$ cat src/rtl/flash_sample_reader.sv
// flash_sample_reader: turns each synchronised sample strobe into one 16-bit audio
// sample. Samples are packed two per 32-bit flash word, read over an Avalon-MM style
// port, so one flash read serves two strobes. Single clock domain (CLOCK_50).
// Optional feature: define REVERSE_PLAY_EN to add the direction port and reverse playback.
module flash_sample_reader #(
  parameter int unsigned       ADDR_W     = 23,
  parameter logic [ADDR_W-1:0] START_ADDR = '0,
  parameter logic [ADDR_W-1:0] END_ADDR   = 23'h7FFFF
) (
  input  logic              CLOCK_50,
  input  logic              reset_n,
  input  logic              read_now,
  input  logic              play,
  input  logic              restart,
`ifdef REVERSE_PLAY_EN
  input  logic              direction,
`endif
  output logic              flash_read,
  output logic [ADDR_W-1:0] flash_address,
  input  logic              flash_waitrequest,
  input  logic [31:0]       flash_readdata,
  input  logic              flash_readdatavalid,
  output logic [15:0]       sample_out,
  output logic              sample_valid,
  output logic              missed_strobe
);

  typedef enum logic [1:0] {
    S_IDLE,
    S_REQ,
    S_WAIT_DATA
  } state_t;

  state_t            state_q, state_d;
  logic [ADDR_W-1:0] addr_q, addr_d;
  logic              half_sel_q, half_sel_d;     // 1 = second half of word_buf still to play
  logic              restart_pend_q, restart_pend_d;
  logic [31:0]       word_buf_q, word_buf_d;
  logic [15:0]       sample_q, sample_d;
  logic              sample_valid_q, sample_valid_d;
  logic              missed_q, missed_d;
  logic              rev_q, rev_d;               // playback direction latched for the buffered word
  logic              dir_in;

`ifdef REVERSE_PLAY_EN
  assign dir_in = direction;
`else
  assign dir_in = 1'b0;
`endif

  // Step the word address one position in the given direction, wrapping at the region ends.
  function automatic logic [ADDR_W-1:0] step_addr(input logic [ADDR_W-1:0] a, input logic rev);
    if (rev) return (a == START_ADDR) ? END_ADDR : a - 1'b1;
    else     return (a == END_ADDR)   ? START_ADDR : a + 1'b1;
  endfunction

  // Select the upper or lower 16 bits of a flash word.
  function automatic logic [15:0] pick_half(input logic [31:0] w, input logic upper);
    return upper ? w[31:16] : w[15:0];
  endfunction

  // Next-state and output decode for the read FSM.
  always_comb begin
    // NOTE: every signal written here gets a default first, so no path can infer a latch.
    state_d        = state_q;
    addr_d         = addr_q;
    half_sel_d     = half_sel_q;
    restart_pend_d = restart_pend_q;
    word_buf_d     = word_buf_q;
    sample_d       = sample_q;
    sample_valid_d = 1'b0;
    missed_d       = 1'b0;
    rev_d          = rev_q;
    flash_read     = 1'b0;

    // A played strobe that arrives while a read is in flight is dropped and reported.
    if (read_now && play && (state_q != S_IDLE)) missed_d = 1'b1;

    unique case (state_q)
      S_IDLE: begin
        if (restart) begin
          addr_d         = dir_in ? END_ADDR : START_ADDR;
          half_sel_d     = 1'b0;
          restart_pend_d = 1'b0;
          rev_d          = dir_in;
        end else if (read_now && play) begin
          if (!half_sel_q) begin
            // Direction is only taken at a word boundary so a word is never split.
            state_d = S_REQ;
            rev_d   = dir_in;
          end else begin
            sample_d       = pick_half(word_buf_q, !rev_q);
            sample_valid_d = 1'b1;
            half_sel_d     = 1'b0;
            addr_d         = step_addr(addr_q, rev_q);
          end
        end
      end

      S_REQ: begin
        flash_read = 1'b1;
        if (restart) restart_pend_d = 1'b1;
        if (!flash_waitrequest) state_d = S_WAIT_DATA;
      end

      S_WAIT_DATA: begin
        if (restart) restart_pend_d = 1'b1;
        if (flash_readdatavalid) begin
          word_buf_d = flash_readdata;
          state_d    = S_IDLE;
          if (restart_pend_q || restart) begin
            // The read is allowed to finish but its data is thrown away.
            addr_d         = dir_in ? END_ADDR : START_ADDR;
            half_sel_d     = 1'b0;
            restart_pend_d = 1'b0;
            rev_d          = dir_in;
          end else begin
            sample_d       = pick_half(flash_readdata, rev_q);
            sample_valid_d = 1'b1;
            half_sel_d     = 1'b1;
          end
        end
      end

      default: state_d = S_IDLE;
    endcase
  end

  // State and datapath registers.
  always_ff @(posedge CLOCK_50 or negedge reset_n) begin
    if (!reset_n) begin
      state_q        <= S_IDLE;
      addr_q         <= START_ADDR;
      half_sel_q     <= 1'b0;
      restart_pend_q <= 1'b0;
      // NOTE: word_buf is plain data and never read before a fill, but resetting it keeps
      // simulation free of X and costs nothing for a single word.
      word_buf_q     <= '0;
      sample_q       <= '0;
      sample_valid_q <= 1'b0;
      missed_q       <= 1'b0;
      rev_q          <= 1'b0;
    end else begin
      // NOTE: non-blocking assignments so every register samples pre-edge values.
      state_q        <= state_d;
      addr_q         <= addr_d;
      half_sel_q     <= half_sel_d;
      restart_pend_q <= restart_pend_d;
      word_buf_q     <= word_buf_d;
      sample_q       <= sample_d;
      sample_valid_q <= sample_valid_d;
      missed_q       <= missed_d;
      rev_q          <= rev_d;
    end
  end

  assign flash_address = addr_q;
  assign sample_out    = sample_q;
  assign sample_valid  = sample_valid_q;
  assign missed_strobe = missed_q;

endmodule
$ cat config.mk
export PLATFORM = sky130hd
export DESIGN_NAME = flash_sample_reader
export DESIGN_NICKNAME = d
export VERILOG_FILES = /design/src/rtl/flash_sample_reader.sv
export SDC_FILE = /design/constraint.sdc
export NUM_CORES = 1
export LEC_CHECK = 0
export ABC_AREA = 1
export BUFFER_PORTS_ARGS = -buffer_cell sky130_fd_sc_hd__clkbuf_2
export CORE_MARGIN = 2
export CORE_UTILIZATION = 53
export CTS_BUF_LIST = sky130_fd_sc_hd__clkbuf_8 sky130_fd_sc_hd__clkbuf_16
export DETAILED_ROUTE_END_ITERATION = 16
export GPL_ROUTABILITY_DRIVEN = 0
export PLACE_DENSITY_LB_ADDON = 0.25
export SYNTH_ARGS = -nofsm -noshare
export SYNTH_HDL_FRONTEND = slang
export SYNTH_SLANG_ARGS = --single-unit
$ cat constraint.sdc
create_clock -name CLOCK_50 -period 2.35 [get_ports CLOCK_50]
set_input_delay 0.705 -clock CLOCK_50 [delete_from_list [all_inputs] [get_ports CLOCK_50]]
set_output_delay 0.705 -clock CLOCK_50 [all_outputs]
set_load 0.005 [all_outputs]
# --- Word level (Yosys, flattened, before mapping) ---
# Cells that the tools add are included.
classes:
  n_addsub: 2
  eq_ne: 15
  n_mux: 46
  n_reduce_logical: 15
op_table:
  columns: ["cell", "count"]
  rows:
  - ["$mux 23", 8]
  - ["$mux 16", 7]
  - ["$pmux 23 s2", 1]
  - ["$pmux 16 s2", 1]
  - ["$add 23x1->23 const B", 1]
  - ["$eq 23x19->1 const B", 1]
  - ["$logic_not 23->1", 1]
  - ["$sub 23x1->23 const B", 1]
  - ["$mux 1", 19]
  - ["$ne 2x2->1 const B", 9]
  - ["$reduce_and 5->1", 3]
  - ["$mux 2", 5]
  - ["$ne 3x3->1 const B", 3]
  - ["$pmux 1 s2", 3]
  - ["$pmux 2 s3", 1]
  - ["$reduce_and 6->1", 1]
  - ["$reduce_and 2->1", 2]
  - ["$reduce_bool 2->1", 2]
  - ["$pmux 1 s3", 1]
  - ["$reduce_and 3->1", 1]
  - ["$reduce_bool 3->1", 1]
  - ["$eq 2x1->1 const B", 1]
  - ["$eq 2x2->1 const B", 1]
  - ["$logic_and 1x1->1", 2]
  - ["other kinds (2)", 2]
totals:
  ff_bits: 78
  in_bits: 39
  elab_cells: 87

# --- Logic depth before layout (Yosys ltp) ---
# Gate-level depths: netlist of the first run.
depth:
  word_depth: 7
  ltp_mapped: 13

# --- Worst setup path after synthesis of the first run ---
# No wires, ideal clock.
synth_path:
  path_type: "register to register"
  startpoint: "register state_q[0]"
  endpoint: "register word_buf_q[16]"
  setup_time_ns: 0.125
  t_arrival_ns: 1.525
  setup_slack_ns: 0.700
  stages_incl_launch_ff: 7
  path_cell_list: "dfrtp_1 > inv_1 > ha_1 > buf_2 > nand2_2 > buf_2 > mux2_2"
synth_via:
  elab_chain_len: 2
synth_lines:
  columns: ["element", "line_no", "rtl"]
  rows:
  - ["from (decl)", "34", "state_t state_q, state_d;"]
  - ["from (signal assigned)", "145", "state_q <= state_d;"]
  - ["$eq 2x2->1", "79", "unique case (state_q)"]
  - ["$reduce_and 2->1 (no source line)", null, null]
  - ["to (signal assigned)", "149", "word_buf_q <= word_buf_d;"]
  - ["to (decl)", "38", "logic [31:0] word_buf_q, word_buf_d;"]
# Every way passes these cells.
# A chain may end at the register's enable or synchronous reset.

# --- Final worst setup path of the first run ---
layout_path:
  startpoint: "register state_q[0]"
  endpoint: "register addr_q[14] (netlist: flash_address[14])"
layout_via:
  elab_chain_len: 3
  elab_cells_between_ends: 9
  classes_between: "eq/ne (5); mux (1); reduce/logical (3)"
layout_lines:
  columns: ["element", "line_no", "rtl"]
  rows:
  - ["$eq 2x2->1 / $logic_not 2->1 (equally long branches)", "79", null]
  - ["$ne 2x2->1 (no source line) (tied with other cells)", null, null]
  - ["$reduce_and 5->1 (no source line)", null, null]
  - ["to (signal assigned)", "146", "addr_q <= addr_d;"]
  - ["to (decl)", "35", "logic [ADDR_W-1:0] addr_q, addr_d;"]
# Parallel ways exist; a longest one is shown, timed or not.

==> results of run 1 <==
[flip-flops by register name, indices dropped and copies added (netlist names)]
name            cells
flash_address      23
half_sel_q          1
missed_strobe       1
restart_pend_q      1
sample_out         16
sample_valid        1
state_q             2
word_buf_q         16
[metal layers]
layer	wire length, um	track usage (%)	part of all wire (%)
met1	3170	28.2	43
met2	3560	39.4	49
met3	503	8.57	6.9
met4	87	7.33	1.2
met5	0	0	0
[area by class of cell]
type                            count  area, um2
Inverter                           41        159
Timing Repair Buffer               86        458
Sequential cell                    61       1530
Clock buffer                       10        138
Clock inverter                      6        110
Multi-Input combinational cell    279       1450
Tap cell                           75       93.8
Fill cell                         512       1950
[worst max path at each step]
stage	to	slack, ps	cells past startpoint
finish	flash_address[14]$_DFFE_PN0P_	300	10
global route	flash_address[2]$_DFFE_PN0P_	170	10
CTS	flash_address[14]$_DFFE_PN0P_	330	10
detailed placement	flash_address[6]$_DFFE_PN0P_	340	11
global placement	flash_address[6]$_DFFE_PN0P_	400	10
floorplan	word_buf_q[16]$_DFFE_PN0P_	700	6
[logic make-up (layout without fill, tap and decap cells)]
group,Yosys count,count (layout),synth area share [%]
and+or+nand+nor,212,212,28.6
AOI/OAI and AO/OA,41,41,7.57
xor gates and xnor gates,5,5,1.36
muxes,16,16,5.59
adders and majority gates,5,5,1.94
buffers and inverters,53,143,7.53
DFF,61,61,47.4
[cells in the final DEF (no fill, tap or decap), drive strengths merged, types with 6 or more instances in the layout]
master,n
nor2,65
inv,40
a21oi,13
mux2,16
buf,6
nand2,112
a31oi,17
nand3,21
dfrtp,61
clkbuf,90
nand4,11
[worst max-delay path, cell delays in order, from the launching register on]
cell	delay, ps
dfrtp_1	410
inv_1	100
ha_1	340
nor2_2	70
nor2_2	120
nand2_2	100
nor2_8	320
nand2_1	170
o21bai_1	180
inv_1	50
nor2_1	110
[through the flow]
stage	hold slack, ps	cells	area, um2	worst slack (ps)
floorplan	409	393	3220	700
global placement	487	542	3690	403
detailed placement	493	542	3690	337
CTS	367	558	3940	327
global route	369	558	3940	170
finish	347	558	3940	297
[report_power, final]
group	internal (mW)	switching, mW
sequential	1.40	0.193
clock	0.731	0.437
combinational	0.717	1.09
total	2.85	1.72
==> flow_metrics.py, run 1 <==
metrics = {
    "run_status": {
        "status": "finished, final reports clean",
    },
    "drt": {
        "ant_nets": 0,
        "routed_wl_um": 7320,
        "dr.pass1.iters": 5,
        "drcViolationCount": 0,
        "vias": 2909,
        "viasPerCell": 5.21,
        "post_drt_wl_per_cell_um": 13.1,
        "drt_iter0_markers": 203,
    },
    "clock_network": {
        "clk_pin_slew_ps": 80,
        "post-cts-setup-buffers": 0,
        "cts_resized": 0,
        "cts_hold_buffers": 0,
        "clock_latency_ps": 350,
        "htreeDepth": 3,
        "cts_tree": "built",
        "cts_root_buf": "clkbuf_8",
        "clock_path_buffers": 2,
        "clock_sinks": 61,
        "numCtsBuffers": 9,
    },
    "worst_setup_path": {
        "regToRegSetupSlack_ps": 300,
        "reg2reg_depth": 10,
        "worstPathRequired_ps": 2630,
        "worstPathArrival_ps": 2330,
        "critical_path_class": "register to register",
        "startpoint_type": "register",
        "crit_start": "state_q[0]$_DFFE_PN0P_",
        "worstReg2RegEnd": "flash_address[14]$_DFFE_PN0P_",
        "critPathCaptureType": "register",
        "critPathMaxFanout": 29,
        "r2r_start": "state_q[0]$_DFFE_PN0P_",
    },
    "yosys": {
        "async_flop_share_pct": 100,
        "ys.flop_type": "dfrtp_1",
        "synthMostInstantiatedCell": "nand2_1",
        "synth.top_cell.area_share_pct": 47.4,
        "syn_avg_cell_area_um2": 8.20,
        "syn_nets": 437,
        "yosys_warnings": 0,
        "ys_top_cells_by_area": "dfrtp_1 (47%), nand2_1 (12%), nor2_1 (6.4%)",
        "ys_seq_area_share_pct": 47.4,
        "syn-instance-count": 393,
        "yosysTopAreaCell": "dfrtp_1",
        "ys_types": 29,
        "ys_ff_latch": 61,
        "syn_area_um2": 3220,
        "ys_top_cells_by_count": "nand2_1 (105), dfrtp_1 (61), nor2_1 (55)",
        "synth_edf_count": 0,
    },
    "sta": {
        "drv_slew": 0,
        "max_freq_mhz": 487,
        "fin_crit_ps": 2050,
        "relSlewSlack_pct": 72.1,
        "worstMarginPinSlew_ps": 417,
        "fin_setup_tns_ps": 0,
        "rsz0062_at_grt": "false",
        "clock-skew-final_ps": 12.0,
        "hold_violations": 0,
        "fin_crit_sh_pct": 87.4,
        "finalSetupViolCount": 0,
    },
    "floorplanning": {
        "start_util_pct": 54.7,
        "ios": 81,
        "rows": 28,
        "die_w_um": 82.0,
        "core-area_um2": 5890,
        "dieArea_um2": 6720,
        "die_h_um": 82.0,
    },
    "global_route": {
        "grt_pass1_vias": 2788,
        "grt_pass1_wl_um": 12000,
        "gr-usage-all-layers_pct": 23.5,
        "antenna_found_initial": 0,
        "grt_max_degree": 62,
        "grt_overflow": 0,
    },
    "pwr": {
        "power_density_nw_per_um2": 1160,
        "finalPower_mw": 4.57,
        "peakVddDrop_mv": 0.813,
        "p_leak_nw": 2.00,
    },
    "place": {
        "hpwl_um": 5220,
        "io_buffers": 80,
    },
    "flow_run": {
        "drv_cap": 0,
    },
    "final_layout": {
        "nNetsFinal": 522,
        "areaGrowthSynthToFinish_pct": 22.2,
        "utilization_pct": 66.9,
        "diodes": 0,
        "drive_gt1_share_pct": 29.0,
    },
    "min_path": {
        "hold_class": "primary input to async pin",
    },
}
No activity file was read; power rests on OpenSTA's default activity.
==> inputs of run 2 (changes only) <==
CORE_UTILIZATION = 48   (was 53)
GPL_ROUTABILITY_DRIVEN = unset   (was 0)
clock period = 1.7 ns   (was 2.35 ns; I/O delays follow)
==> flow_metrics.py, run 2 (same netlist as run 1, synthesis figures left out) <==
metrics = {
    "run_status": {
        "status": "complete, but fails checks",
        "violations": "negative setup slack",
    },
    "sta": {
        "drv_slew": 0,
        "setup_ws_ps": -64.7,
        "hold_violations": 0,
        "max_freq_mhz": 567,
        "relSlewSlack_pct": 75.6,
        "finalSetupViolCount": 22,
        "worstMarginPinSlew_ps": 366,
        "clock-skew-final_ps": 6.17,
        "fin_crit_ps": 1760,
        "fin_crit_sh_pct": 104,
        "rsz0062_at_grt": "true",
    },
    "worst_setup_path": {
        "critPathCaptureType": "register",
        "r2r_start": "state_q[1]$_DFFE_PN0P_",
        "reg2reg_depth": 12,
        "startpoint_type": "register",
        "worstPathRequired_ps": 1930,
        "cp.depth": 12,
        "critical_path.top_delay_family": "simple AND/OR/NAND/NOR gates",
        "crit_start": "state_q[1]$_DFFE_PN0P_",
        "cpMaxStageDelayCell": "dfrtp_1",
        "worstPathArrival_ps": 2000,
        "path_cells": "ha_4, inv_4, nor2_4, nor2_2, nand2_2, nor2_8, buf_6, inv_4, a21oi_2, nand2_1, nand2_1, inv_1",
        "critPathMaxFanout": 4,
        "critical_path_class": "register to register",
        "path_buf_inv": 4,
        "cpPeakStageDelay_ps": 430,
    },
    "place": {
        "dpl_worst_slack_ps": -136,
        "dp.cells": 570,
        "hpwl_um": 5710,
        "gp_congestion": 0.869,
        "io_buffers": 80,
    },
    "global_route": {
        "grt_pass1_wl_um": 13600,
        "top_usage_layer": "met2",
        "use_met2_pct": 41.0,
        "grt_pass1_vias": 3071,
        "grt_max_degree": 37,
        "use_met1_pct": 26.1,
        "antenna_found_initial": 0,
        "grt_overflow": 0,
        "gr-usage-all-layers_pct": 23.1,
        "met3_usage_pct": 7.31,
    },
    "drt": {
        "drcViolationCount": 0,
        "ant_nets": 0,
        "vias": 3175,
        "dr.pass1.iters": 7,
        "drt_iter0_markers": 171,
        "viasPerCell": 5.33,
        "post_drt_wl_per_cell_um": 14.4,
        "routed_wl_um": 8570,
    },
    "final_layout": {
        "nNetsFinal": 558,
        "multi_input_area_um2": 1590,
        "diodes": 0,
        "areaGrowthSynthToFinish_pct": 39.0,
        "final_common_cell": "nand2_1",
        "seqCellArea_um2": 1530,
        "drive_gt1_share_pct": 38.9,
        "stdcell_count": 596,
        "final_cell_mix": "nand2_1 (100), clkbuf_2 (79), dfrtp_1 (61)",
        "largest_reg_flops": 23,
        "fillers": 500,
    },
    "clock_network": {
        "numCtsBuffers": 9,
        "clock_path_buffers": 2,
        "cts_tree": "built",
        "htreeDepth": 3,
        "clock_latency_ps": 330,
        "clock_sinks": 61,
        "cts_root_buf": "clkbuf_8",
        "clk_pin_slew_ps": 70,
        "cts_hold_buffers": 0,
    },
    "floorplanning": {
        "core-area_um2": 6420,
        "rows": 29,
        "dieArea_um2": 7380,
        "start_util_pct": 50.2,
        "die_h_um": 85.9,
        "die_w_um": 85.9,
        "ios": 81,
    },
    "min_path": {
        "hold_class": "primary input to async pin",
    },
    "flow_run": {
        "drv_cap": 0,
    },
    "pwr": {
        "p_leak_nw": 2.26,
        "peakVddDrop_mv": 1.19,
        "power_density_nw_per_um2": 1710,
    },
}
==> run 2: cell count changes in the layout (fill, tap and decap cells not counted), sizes merged <==
cell,change
buf,+33
inv,+1
clkbuf,+2
==> run 2: area by class of cell <==
type	instances	share of cell area, %
multi-input cells	279	35.5
flip-flops and latches	61	34.1
repair buffers	121	18.9
inverters	41	3.66
clock buffers	10	3.07
clock inverters	6	2.46
well taps	77	2.15
repair inverters	1	0.140
==> run 2: what timing repair did <==
item / 4_1_cts / 5_1_grt
cloned: 1 / 4
endpoints found under the setup margin: 39 / 40
resized for setup: 16 / 30
pin swaps: 4 / 25
buffers inserted: 3 / 3
==> run 2: routing by layer <==
| layer | share of wire, % | wire length, um |
|---|---|---|
| met1 | 40 | 3400 |
| met2 | 51 | 4370 |
| met3 | 7.0 | 602 |
| met4 | 2.2 | 190 |
| met5 | 0 | 0 |
==> run 2: report_power, final <==
group	switching, mW	leakage [nW]	internal [mW]
Clock	0.597	0.119	1.01
Combinational	2.00	1.38	1.88
Sequential	0.263	0.766	1.93
==> run 2: final timing paths <==
check	end	slack (ps)
hold reg to reg	word_buf_q[19]$_DFFE_PN0P_	510
setup reg to reg	flash_address[6]$_DFFE_PN0P_	-60
setup / recovery	flash_address[6]$_DFFE_PN0P_	-60
max in group asynchronous	sample_out[2]$_DFFE_PN0P_	1100
hold / removal	flash_address[7]$_DFFE_PN0P_	80
min in group CLOCK_50	word_buf_q[30]$_DFFE_PN0P_	410
==> run 2: stage by stage <==
stage	total power, mW	area (um2)	setup TNS (ps)	hold slack, ps	util [%]
after floorplan	4.09	3220	0	214	-
after global routing	8.18	4480	-3750	83.9	69.7
after detailed placement	5.17	3930	-3360	438	61.1
after CTS	7.12	4280	-41.7	74.4	66.7
after global placement	5.05	3930	-168	439	61.1
final	7.68	4480	-614	76.4	69.7
==> run 2: worst reg2reg max path, delay by kind of cell (launching register included) <==
family,cells,cell delay (ps)
simple gates,6,610
flops,1,430
buf+inv,4,300
fa+ha+maj,1,200
compound gates,1,130
